## src/rtl/div8b4b.sv

```systemverilog
// Sequential restoring divider: 8-bit dividend / 4-bit divisor, one quotient bit per clock.
// Start/done handshake; all outputs registered.
module div8b4b (
  input  logic       clk,
  input  logic       rst_n,
  input  logic       start,
  input  logic [7:0] dvd,
  input  logic [3:0] dvs,
  output logic       busy,
  output logic       done,
  output logic [7:0] quo,
  output logic [3:0] rem,
  output logic       div0
);

  localparam int unsigned QW = 8;
  localparam int unsigned DW = 4;
  localparam int unsigned CW = 3;

  localparam logic [1:0] S_IDLE = 2'd0;
  localparam logic [1:0] S_CALC = 2'd1;
  localparam logic [1:0] S_DIVZ = 2'd2;
  localparam logic [1:0] S_DONE = 2'd3;

  logic [1:0]    state_q, state_d;
  logic [DW-1:0] p_q, p_d;
  logic [QW-1:0] q_q, q_d;
  logic [DW-1:0] d_q, d_d;
  logic [CW-1:0] cnt_q, cnt_d;
  logic [QW-1:0] quo_q, quo_d;
  logic [DW-1:0] rem_q, rem_d;
  logic          div0_q, div0_d;
  logic          busy_q, busy_d;
  logic          done_q, done_d;
  logic [DW:0]   trial;

  // Partial remainder never reaches D, so its top bit is always zero and is not stored.
  always_comb begin
    state_d = state_q;
    p_d     = p_q;
    q_d     = q_q;
    d_d     = d_q;
    cnt_d   = cnt_q;
    quo_d   = quo_q;
    rem_d   = rem_q;
    div0_d  = div0_q;
    trial   = {p_q, q_q[QW-1]};

    unique case (state_q)
      S_IDLE: begin
        if (start) begin
          if (dvs != '0) begin
            d_d     = dvs;
            q_d     = dvd;
            p_d     = '0;
            cnt_d   = '0;
            state_d = S_CALC;
          end else begin
            state_d = S_DIVZ;
          end
        end
      end
      S_CALC: begin
        if (trial >= {1'b0, d_q}) begin
          p_d = DW'(trial - {1'b0, d_q});
          q_d = {q_q[QW-2:0], 1'b1};
        end else begin
          p_d = trial[DW-1:0];
          q_d = {q_q[QW-2:0], 1'b0};
        end
        cnt_d = cnt_q + CW'(1);
        if (cnt_q == CW'(7)) begin
          quo_d   = q_d;
          rem_d   = p_d;
          div0_d  = 1'b0;
          state_d = S_DONE;
        end
      end
      // One-cycle hold so a zero divisor reports with a latency of one cycle.
      S_DIVZ: begin
        quo_d   = '1;
        rem_d   = '1;
        div0_d  = 1'b1;
        state_d = S_DONE;
      end
      S_DONE: begin
        state_d = S_IDLE;
      end
      default: begin
        state_d = S_IDLE;
      end
    endcase

    busy_d = (state_d != S_IDLE);
    done_d = (state_d == S_DONE);
  end

  always_ff @(posedge clk or negedge rst_n) begin
    if (!rst_n) begin
      state_q <= S_IDLE;
      p_q     <= '0;
      q_q     <= '0;
      d_q     <= '0;
      cnt_q   <= '0;
      quo_q   <= '0;
      rem_q   <= '0;
      div0_q  <= 1'b0;
      busy_q  <= 1'b0;
      done_q  <= 1'b0;
    end else begin
      state_q <= state_d;
      p_q     <= p_d;
      q_q     <= q_d;
      d_q     <= d_d;
      cnt_q   <= cnt_d;
      quo_q   <= quo_d;
      rem_q   <= rem_d;
      div0_q  <= div0_d;
      busy_q  <= busy_d;
      done_q  <= done_d;
    end
  end

  assign busy = busy_q;
  assign done = done_q;
  assign quo  = quo_q;
  assign rem  = rem_q;
  assign div0 = div0_q;

endmodule

```

## config.mk

```make
export PLATFORM = sky130hd
export DESIGN_NAME = div8b4b
export DESIGN_NICKNAME = d
export VERILOG_FILES = /design/src/rtl/div8b4b.sv
export SDC_FILE = /design/constraint.sdc
export NUM_CORES = 1
export LEC_CHECK = 0
export BUFFER_PORTS_ARGS = -buffer_cell sky130_fd_sc_hd__buf_2
export CORE_MARGIN = 4
export CORE_UTILIZATION = 35
export CTS_CLUSTER_DIAMETER = 200
export DETAILED_ROUTE_END_ITERATION = 12
export SYNTH_ARGS = -nofsm -noshare
export SYNTH_HDL_FRONTEND = slang
export SYNTH_SLANG_ARGS = --single-unit
```

## constraint.sdc

```tcl
create_clock -name clk -period 2.5 [get_ports clk]
set_input_delay 0.75 -clock clk [delete_from_list [all_inputs] [get_ports clk]]
set_output_delay 0.75 -clock clk [all_outputs]
set_load 0.005 [all_outputs]
```

# --- Yosys cells after proc, flatten, opt, wreduce, memory -nomap -nowiden ---
# Cells that the tools add are included.
# Widths: inputs -> output; s select.
word_totals:
  reg_bits: 36
  latchBits: 0
  ramBits: 0
  romBits: 0
  inputBits: 15
  n_memories: 0
op_classes:
  n_addsub: 2
  multipliers: 0
  div_mod_pow: 0
  order_cmp: 1
  eq_ne: 8
  shift: 0
  muxes: 21
  bitwise_logic: 0
  n_reduce_logical: 8
op_table:
  columns: ["operator", "n"]
  rows:
  - ["$pmux 8 s2", 2]
  - ["$mux 8", 3]
  - ["$mux 4", 4]
  - ["$pmux 4 s2", 2]
  - ["$pmux 2 s4", 1]
  - ["$eq 2x2->1 const B", 3]
  - ["$mux 2", 3]
  - ["$mux 3", 2]
  - ["$ne 2x2->1 const B", 3]
  - ["$pmux 3 s2", 1]
  - ["$reduce_and 3->1", 2]
  - ["$reduce_bool 2->1", 3]
  - ["$ge 5x4->1", 1]
  - ["$reduce_bool 4->1", 1]
  - ["$sub 4x4->4", 1]
  - ["$add 3x1->3 const B", 1]
  - ["$eq 3x3->1 const B", 1]
  - ["$eq 2x1->1 const B", 1]
  - ["$logic_not 2->1", 1]
  - ["$mux 1", 2]
  - ["$pmux 1 s2", 1]
  - ["$reduce_and 2->1", 1]

# --- Depth between registers and ports, before layout ---
# Gate-level depths: netlist of run 1.
logic_depth:
  depth_word: 5
  mapped_depth: 8
  depth_no_buf: 7

# --- Worst setup path after synthesis of run 1 ---
# No wires, ideal clock.
synth_path:
  kind: "input to register"
  startpoint: "input port dvs[1]"
  endpoint: "register q_q[0]"
  t_arrival_ps: 1777
  required_time_ps: 2373
  slack_ps: 596
  stages: 5
  n_path_buf: 1
  path_cell_list: "nor4_1 -> nor2_1 -> a21oi_2 -> buf_2 -> o21ai_0"
synth_via:
  elab_chain_len: 3
synth_rtl:
  columns: ["item", "line", "source"]
  rows:
  - ["from (decl)", "8", "input logic [3:0] dvs,"]
  - ["$reduce_bool 4->1", "52", "if (dvs != '0) begin"]
  - ["$ne 2x2->1 (no source line)", null, null]
  - ["$reduce_and 3->1 (no source line)", null, null]
  - ["to (signal assigned)", "113", "q_q <= q_d;"]
  - ["to (decl)", "27", "logic [QW-1:0] q_q, q_d;"]
# Every way passes these cells.
# A chain may end at the register's enable or synchronous reset.

# --- Worst setup path after layout of run 1 ---
layout_path:
  startpoint: "register p_q[1]"
  endpoint: "register p_q[0]"
layout_via:
  elab_chain_len: 3
layout_rtl:
  columns: ["item", "line", "source"]
  rows:
  - ["from (decl)", "26", "logic [DW-1:0] p_q, p_d;"]
  - ["from (signal assigned)", "112", "p_q <= p_d;"]
  - ["$ge 5x4->1", "64", "if (trial >= {1'b0, d_q}) begin"]
  - ["$mux 4", "64", null]
  - ["$pmux 4 s2", "49", "unique case (state_q)"]
# Every way passes these cells.

==> impl_metrics.json, run 1 <==
{
  "fin_crit_ns": 2.08,
  "rsz0062_at_grt": "no",
  "worstSkewPairLatency_ns": 0.28,
  "power.switching_uw": 1080,
  "vdd_drop_max_mv": 0.345,
  "syn-num-nets": 183,
  "p_int_uw": 1680,
  "drcViolationCount": 0,
  "netlist_area_um2": 1710,
  "gr-total-overflow": 0,
  "place_area_um2": 1930,
  "hold_path.class": "reg2reg",
  "htreeDepth": 2,
  "fillers": 472,
  "gp_congestion": 0.699,
  "cp.required_ns": 2.68,
  "wire_per_inst_um": 13.3,
  "dp_hpwl_um": 2520,
  "top_level_ports": 30,
  "core_area_um2": 4720,
  "p_seq_frac": 0.362,
  "dp_slack_ns": 0.235,
  "skew_ns": 0.00671,
  "grtUsageTotal": 0.126,
  "syn_inst": 157,
  "dr.pass1.iters": 4,
  "post_cts_buffers": 0,
  "crit_path_start_kind": "register",
  "antenna_found_initial": 0,
  "nets": 216,
  "pwr-share-comb": 0.477,
  "num_vias": 1224,
  "area_growth_pct": 18.4,
  "cap_violations": 0,
  "grt_pass1_wl_um": 6020,
  "path_cells": "ha_1 > or2_2 > a21boi_0 > nor2_2 > mux2i_1 > a32o_1",
  "cts.clk_slew.worst_paths_ns": 0.07,
  "diodes": 0,
  "synth.distinct_cells": 27,
  "dieArea_um2": 6070,
  "place_inst": 250,
  "synth-edff-count": 0,
  "clock_power_share": 0.161,
  "yosys-top-cells-area": "dfrtp_1 53%, ha_1 7.3%, mux2i_1 7.0%",
  "final_antenna_net_count": 0,
  "worstPathArrival_ns": 2.25,
  "synth_area_leader_cell": "dfrtp_1",
  "status": "completed",
  "netlist_top_cells_count": "36 x dfrtp_1, 20 x nand2_1, 20 x o21ai_0, 12 x mux2i_1",
  "synth-main-ff-cell": "dfrtp_1",
  "setup_slack_ns": 0.424,
  "worstMarginPinSlew_ns": 0.786,
  "dieHeight_um": 77.9,
  "hold_violations": 0,
  "hold_buffers": 0,
  "sw_frac_of_total": 0.391,
  "grt_max_degree": 37,
  "power.density_nw_per_um2": 1360,
  "fin_cells": 257,
  "syn_avg_cell_area_um2": 10.9,
  "drtIter0Drc": 80,
  "async_reset_ff_frac": 1.00,
  "ys_seq_elements": 36,
  "cts_resized": 0,
  "endpoint_kind": "register",
  "synth_seq_area_share": 0.526,
  "yosysMostFrequentCell": "dfrtp_1",
  "final_cell_area_um2": 2030,
  "layout_worst_path_cycle_share": 0.830,
  "clock-sinks": 36,
  "viasPerCell": 4.76,
  "cts_root_buffer": "clkbuf_8",
  "fmax_ghz": 0.482,
  "die_w_um": 77.9,
  "fin_util": 0.429,
  "drive_gt1_frac": 0.242,
  "wl_um": 3410,
  "leakagePower_uw": 0.000900,
  "final.setup.tns_ns": 0,
  "slowest_stage": "dfrtp_1",
  "path_class": "reg2reg",
  "final_max_slew_viol_count": 0,
  "crit_fanout": 5,
  "setup_viol": 0,
  "start_util": 0.362,
  "cpPeakStageDelay_ns": 0.40,
  "clk_path_buf_depth": 2,
  "yosysTopAreaCellShare": 0.526,
  "numPortBuffers": 29,
  "cts_buffers": 5,
  "yosysWarningCount": 0,
  "cts_tree": "built",
  "maxSlewHeadroom": 0.476,
  "grt_pass1_vias": 1263,
  "row_count": 25
}
-- kinds of logic after synthesis --
logic type / synth area share
XOR/XNOR: 0.00512
AND/OR/NAND/NOR: 0.105
AO/OA/AOI/OAI: 0.159
adder cells (fa/ha/maj): 0.0848
multiplexers: 0.0833
buffers and inverters: 0.0366
flip-flops: 0.526
-- through the flow --
stage | hold slack (ns) | power, µW
final | 0.484 | 2750
after global routing | 0.504 | 3040
after CTS | 0.491 | 2800
after detailed placement | 0.475 | 2350
after global placement | 0.470 | 2320
after floorplan | 0.450 | 1970
-- critical path, delay by kind of cell (launching register included) --
| kind | cells | cell delay [ns] |
|---|---|---|
| AOI/OAI and AO/OA | 2 | 0.59 |
| and+or+nand+nor | 2 | 0.45 |
| DFF | 1 | 0.40 |
| adders and majority gates | 1 | 0.36 |
| muxes | 1 | 0.17 |
-- state kept, by name (all words and copies together) (netlist names) --
register  flops
rem           4
p_q           4
quo           8
cnt_q         3
busy          1
d_q           4
state_q       2
div0          1
q_q           8
done          1
-- cell usage in the layout, fill, tap and decap left out, drive strengths merged --
| cell | count |
|---|---|
| o22a | 9 |
| o21ai | 20 |
| nand2b | 2 |
| nor4 | 1 |
| nand3b | 2 |
| xor2 | 1 |
| a32o | 4 |
| o21a | 1 |
| nor2 | 11 |
| or2 | 1 |
| mux2i | 12 |
| ha | 10 |
| buf | 31 |
| a21boi | 1 |
| fa | 1 |
| and3b | 1 |
| nand2 | 20 |
| a21oi | 6 |
| clkbuf | 7 |
| or4 | 1 |
| dfrtp | 36 |
| mux2 | 2 |
| inv | 10 |
-- routing by layer --
metal | share of wire | GRT usage | routed length (µm)
met1 | 0.47 | 0.162 | 1600
met2 | 0.48 | 0.199 | 1640
met3 | 0.033 | 0.0325 | 111
met4 | 0.018 | 0.0577 | 63
met5 | 0 | 0 | 0
-- power groups by stage --
| stage | clock network, µW | logic, µW | registers [µW] |
|---|---|---|---|
| floorplan | 0 | 986 | 982 |
| global placement | 0 | 1310 | 1000 |
| detailed placement | 0 | 1340 | 1010 |
| CTS | 459 | 1340 | 999 |
| global route | 486 | 1520 | 1030 |
| finish | 443 | 1310 | 996 |
-- layout make-up --
type | instances | area, µm² | share of cell area
repair buffers | 31 | 160 | 0.0790
clock buffers | 7 | 96.3 | 0.0475
well taps | 67 | 83.8 | 0.0414
flip-flops and latches | 36 | 901 | 0.444
multi-input cells | 106 | 748 | 0.369
inverters | 10 | 37.5 | 0.0185
-- worst paths after layout --
kind | start | slack (ns) | end | depth (start not counted)
setup / recovery | p_q[1] | 0.42 | p_q[0] | 6
hold / removal | quo[4] | 0.48 | quo[4] | 1
setup reg to reg | p_q[1] | 0.42 | p_q[0] | 6
hold reg to reg | quo[4] | 0.48 | quo[4] | 1
max in group asynchronous | rst_n | 1.45 | state_q[0] | 1
min in group asynchronous | rst_n | 0.54 | div0 | 1
No activity file was read; power rests on OpenSTA's default activity.
==> run 2, diff against run 1 <==
ABC_AREA = 1   (was unset)
clock period = 1.9 ns   (was 2.5 ns; I/O delays follow)
==> run 2 against run 1 <==
  * Utilization is 0.94 points higher
  * Worst hold slack worse by 0.25 ns
  * Critical path depth is 3 higher
  * Clock power is 110% higher
  * Die area is 6.5% higher
  * Largest cell class unchanged
  * Largest power group unchanged
==> impl_metrics.json, run 2 <==
{
  "final_common_cell": "nand2_1",
  "fmax_ghz": 0.598,
  "r2r_slack_ns": 0.23,
  "cap_violations": 0,
  "cts_resized": 0,
  "drive_gt1_frac": 0.244,
  "synth_compound_gate_area_share": 0.127,
  "path_depth": 9,
  "endpoint": "rem[2]",
  "clock-sinks": 36,
  "grt_pass1_wl_um": 6610,
  "htreeDepth": 2,
  "synth_top_family_by_area": "simple AND/OR/NAND/NOR gates",
  "synth-main-ff-cell": "dfrtp_1",
  "dp_hpwl_um": 2710,
  "r2r_start": "q_q[7]",
  "sw_frac_of_total": 0.397,
  "hold_violations": 0,
  "numPortBuffers": 29,
  "path_common_cell": "inv_1",
  "row_count": 26,
  "endpoint_kind": "register",
  "async_reset_ff_frac": 1.00,
  "cts_tree": "built",
  "wire_per_inst_um": 11.4,
  "slowest_stage": "dfrtp_1",
  "hold_buffers": 0,
  "grt_max_degree": 37,
  "clk_path_buf_depth": 2,
  "syn-num-nets": 235,
  "yosys.area_share.simple": 0.214,
  "antenna_found_initial": 0,
  "worstMarginPinSlew_ns": 0.465,
  "synth_fa_ha_area_frac": 0.0790,
  "vdd_drop_max_mv": 0.714,
  "r2r_end": "rem[2]",
  "multiInputGateArea_um2": 792,
  "pwr-share-comb": 0.474,
  "yosysWarningCount": 0,
  "drtIter0Drc": 91,
  "hold_path.class": "in2async",
  "diodes": 0,
  "core_area_um2": 5110,
  "nets": 271,
  "cpPeakStageDelay_ns": 0.39,
  "area_growth_pct": 21.9,
  "crit_fanout": 2,
  "grt_pass1_vias": 1449,
  "start_util": 0.360,
  "fin_crit_ns": 1.67,
  "cts_root_buffer": "clkbuf_8",
  "cts.clk_slew.worst_paths_ns": 0.07,
  "muxShareOfSynthArea": 0.00613,
  "path_cells": "inv_1 > ha_1 > inv_1 > fa_1 > xor2_1 > nand2_1 > nand3_1 > nand2_1 > inv_1",
  "netlist_area_um2": 1840,
  "reg2regPathDepth": 9,
  "skew_ns": 0.00522,
  "power.switching_uw": 1660,
  "clock_power_share": 0.222,
  "power.density_nw_per_um2": 1870,
  "dieHeight_um": 80.4,
  "rsz0062_at_grt": "no",
  "ys_seq_elements": 36,
  "synthXorXnorAreaFrac": 0.00477,
  "status": "completed",
  "worstSkewPairLatency_ns": 0.29,
  "final_cell_mix": "55 x nand2_1, 36 x dfrtp_1, 29 x buf_2, 24 x inv_1, 16 x nor2_1",
  "num_vias": 1429,
  "synth.distinct_cells": 26,
  "worstPathArrival_ns": 1.86,
  "fin_util": 0.439,
  "viasPerCell": 4.52,
  "critPathLaunch": "q_q[7]",
  "final_antenna_net_count": 0,
  "final.setup.tns_ns": 0,
  "setup_viol": 0,
  "layout_worst_path_cycle_share": 0.881,
  "gr-total-overflow": 0,
  "dieArea_um2": 6470,
  "leakagePower_uw": 0.00109,
  "syn_avg_cell_area_um2": 8.79,
  "netlist_top_cells_count": "55 x nand2_1, 36 x dfrtp_1, 24 x inv_1, 16 x nor2_1, 13 x o21ai_0",
  "yosysTopAreaCellShare": 0.490,
  "crit_family": "adder cells",
  "cp.required_ns": 2.08,
  "grtUsageTotal": 0.132,
  "top_level_ports": 30,
  "dr.pass1.iters": 4,
  "p_int_uw": 2530,
  "maxSlewHeadroom": 0.689,
  "fillers": 538,
  "die_w_um": 80.4,
  "crit_path_start_kind": "register",
  "post_cts_buffers": 0,
  "gp_congestion": 0.828,
  "wl_um": 3590,
  "critPathBufInv": 3,
  "final_max_slew_viol_count": 0,
  "p_seq_frac": 0.304,
  "yosysMostFrequentCell": "nand2_1",
  "yosys-top-cells-area": "dfrtp_1 49%, nand2_1 11%, ha_1 6.8%",
  "syn_inst": 209,
  "cts_buffers": 5,
  "seq_area_um2": 901,
  "path_class": "reg2reg",
  "drcViolationCount": 0,
  "synth_seq_area_share": 0.490,
  "synth-edff-count": 0,
  "synth_area_leader_cell": "dfrtp_1"
}
-- run 2: changes by cell type in the layout (fill, tap and decap cells not counted), sizes merged, moves of 3 or more --
cell	before	now
nor2	11	16
o21ai	20	15
nand3	0	10
o22a	9	0
a21oi	6	10
o211ai	0	9
inv	10	27
buf	31	34
nand2	20	61
a32o	4	0
bufinv	0	3
mux2i	12	0
-- run 2: routing by layer --
layer / share of wire / up-vias / global-route usage
li1: - / 738 / -
met1: 0.50 / 656 / 0.173
met2: 0.44 / 28 / 0.209
met3: 0.051 / 7 / 0.0359
met4: 0.016 / 0 / 0.0456
met5: 0 / - / 0
-- run 2: cell type report --
class                      count  share of cell area
clock inverter                 3              0.0402
inverter                      28              0.0469
multi-input combinational    140               0.354
tap                           70              0.0391
timing repair buffer          34              0.0872
sequential                    36               0.402
clock buffer                   5              0.0307
-- run 2: kinds of logic (layout without fill, tap and decap cells) --
logic type | Yosys count | in the layout
AOI/OAI and AO/OA | 35 | 35
muxes | 1 | 1
and+or+nand+nor | 92 | 92
xor gates and xnor gates | 1 | 1
DFF | 36 | 36
adders and majority gates | 11 | 11
buffers and inverters | 33 | 70
-- run 2: power by group through the flow --
stage / clock, µW / combinational [µW] / sequential, µW
finish: 928 / 1980 / 1270
detailed placement: 0 / 2010 / 1290
global route: 985 / 2350 / 1320
floorplan: 0 / 1520 / 1270
global placement: 0 / 1960 / 1280
CTS: 954 / 2020 / 1280
-- run 2: worst min path at each step --
stage | to | slack (ns) | cells past startpoint
finish | cnt_q[0] | 0.23 | 2
global route | cnt_q[0] | 0.24 | 2
floorplan | busy | 0.27 | 0
global placement | cnt_q[1] | 0.46 | 2
CTS | cnt_q[0] | 0.23 | 2
detailed placement | cnt_q[1] | 0.47 | 2
-- run 2: metrics by stage --
step	setup slack [ns]	instance area [µm²]	total power (µW)	hold slack [ns]	cells
2_1_floorplan	0.426	1840	2790	0.274	209
3_3_place_gp	0.253	2080	3240	0.461	308
3_5_place_dp	0.236	2080	3300	0.467	308
4_1_cts	0.215	2240	4250	0.229	316
5_1_grt	0.0625	2240	4660	0.237	316
6_report	0.227	2240	4190	0.234	316
==> run 3, diff against run 2 <==
ABC_AREA = 0   (was 1)
==> run 3 against run 2 <==
  * Via count decreased by 12%
  * Highest routed layer unchanged
  * Worst hold slack got worse by 0.045 ns
  * Die area is 6.1% lower
  * Critical path depth decreased by 3
  * Worst setup slack lost 0.18 ns
  * Sequential share of layout area rose by 1.3 points
  * Clock skew is 0.0033 ns higher
==> impl_metrics.json, run 3 (synthesis gave the netlist of run 1 again) <==
{
  "clock-sinks": 36,
  "maxSlewHeadroom": 0.669,
  "cts.clk_slew.worst_paths_ns": 0.08,
  "sw_frac_of_total": 0.379,
  "diodes": 0,
  "dr.pass1.iters": 4,
  "wl_um": 3480,
  "crit_path_start_kind": "register",
  "gp_congestion": 0.757,
  "hold_path.class": "in2async",
  "p_int_uw": 2500,
  "cts_root_buffer": "clkbuf_8",
  "numPortBuffers": 29,
  "final_cell_mix": "36 x dfrtp_1, 29 x buf_2, 20 x nand2_1, 20 x o21ai_0, 11 x mux2i_1",
  "clock_power_share": 0.165,
  "antenna_found_initial": 0,
  "fin_crit_ns": 1.86,
  "viasPerCell": 4.69,
  "grtUsageTotal": 0.120,
  "hold_violations": 0,
  "htreeDepth": 2,
  "top_level_ports": 30,
  "whs_ns": 0.189,
  "drive_gt1_frac": 0.299,
  "power.switching_uw": 1530,
  "path_class": "reg2reg",
  "core_area_um2": 4720,
  "final.setup.tns_ns": 0,
  "row_count": 25,
  "grt_pass1_wl_um": 5790,
  "leakagePower_uw": 0.000970,
  "nets": 226,
  "cap_violations": 0,
  "num_vias": 1257,
  "cts_tree": "built",
  "final_antenna_net_count": 0,
  "worstMarginPinSlew_ns": 0.491,
  "worstPathArrival_ns": 2.03,
  "p_seq_frac": 0.320,
  "endpoint_kind": "register",
  "crit_fanout": 5,
  "grt_max_degree": 24,
  "pwr-share-comb": 0.515,
  "final_common_cell": "dfrtp_1",
  "skew_ns": 0.00848,
  "start_util": 0.362,
  "grt_pass1_vias": 1282,
  "worstSkewPairLatency_ns": 0.29,
  "power.density_nw_per_um2": 1860,
  "gr-total-overflow": 0,
  "cp.required_ns": 2.08,
  "vdd_drop_max_mv": 0.517,
  "total_power_uw": 4030,
  "fillers": 448,
  "reg2regPathDepth": 6,
  "wire_per_inst_um": 13.0,
  "layout_worst_path_cycle_share": 0.977,
  "die_w_um": 77.9,
  "final_max_slew_viol_count": 0,
  "dp_hpwl_um": 2570,
  "r2r_slack_ns": 0.04,
  "cts_buffers": 5,
  "fmax_ghz": 0.539,
  "dieHeight_um": 77.9,
  "dieArea_um2": 6070,
  "setup_viol": 0,
  "drtIter0Drc": 48,
  "drcViolationCount": 0,
  "clk_path_buf_depth": 2,
  "area_growth_pct": 26.8,
  "status": "completed"
}
==> run 3: cell count changes in the layout (fill, tap and decap cells not counted), moves of 3 or more <==
cell,previous run,this run
mux2i_1,0,11
nand2_1,55,20
inv_1,24,10
o21ai_0,13,20
nand2_2,5,0
nor2_1,16,10
a21oi_1,8,4
o211ai_1,7,0
inv_2,3,0
nand3_1,10,0
o22a_1,0,8
buf_4,4,10
a32o_1,0,4
==> run 3: area by class of cell <==
type	instances	area (µm²)	area share
Sequential cell	36	901	0.415
Multi-Input combinational cell	106	781	0.360
Timing Repair Buffer	41	260	0.120
Tap cell	67	83.8	0.0386
Clock buffer	6	72.6	0.0334
Inverter	10	37.5	0.0173
Clock inverter	2	35.0	0.0161
==> run 3: power by group through the flow <==
| stage | Clock [µW] | Sequential (µW) | Combinational (µW) |
|---|---|---|---|
| 2_1_floorplan | 0 | 1290 | 1300 |
| 3_3_place_gp | 0 | 1300 | 1920 |
| 3_5_place_dp | 0 | 1310 | 1930 |
| 4_1_cts | 686 | 1300 | 1940 |
| 5_1_grt | 722 | 1340 | 2290 |
| 6_report | 666 | 1290 | 2080 |
==> run 3: critical path: stages (launching register included) <==
cell     delay [ns]
dfrtp_1        0.40
ha_2           0.19
or4_4          0.52
a21oi_4        0.16
nor2_4         0.07
mux2i_2        0.16
a32o_1         0.25
==> run 3: worst paths after layout <==
kind,endpoint,startpoint
max,p_q[0],p_q[1]
min,div0,rst_n
max reg2reg,p_q[0],p_q[1]
min reg2reg,q_q[7],q_q[7]
max in group asynchronous,busy,rst_n
min in group clk,q_q[7],q_q[7]
==> run 3: routing by layer <==
layer	routed length, µm	up-vias	track usage
met3	111	2	0.0371
li1	-	643	-
met2	1670	16	0.199
met1	1690	596	0.149
met4	17	0	0.0402
met5	0	-	0
==> run 3: repair_timing <==
action / CTS / global route
gates resized for setup: 1 / 7
endpoints found under the setup margin: 3 / 8
pin swaps: 0 / 4
setup buffers: 0 / 2
hold buffers: 0 / 0
==> run 3: through the flow <==
| step | utilization | std cells | cell area [µm²] | setup slack, ns |
|---|---|---|---|---|
| finish | 0.460 | 268 | 2170 | 0.0439 |
| global route | 0.460 | 268 | 2170 | -0.00872 |
| CTS | 0.450 | 266 | 2120 | 0.0216 |
| detailed placement | 0.427 | 258 | 2020 | -0.0309 |
| global placement | 0.427 | 258 | 2020 | -0.0461 |
| floorplan | - | 157 | 1710 | 0.0532 |
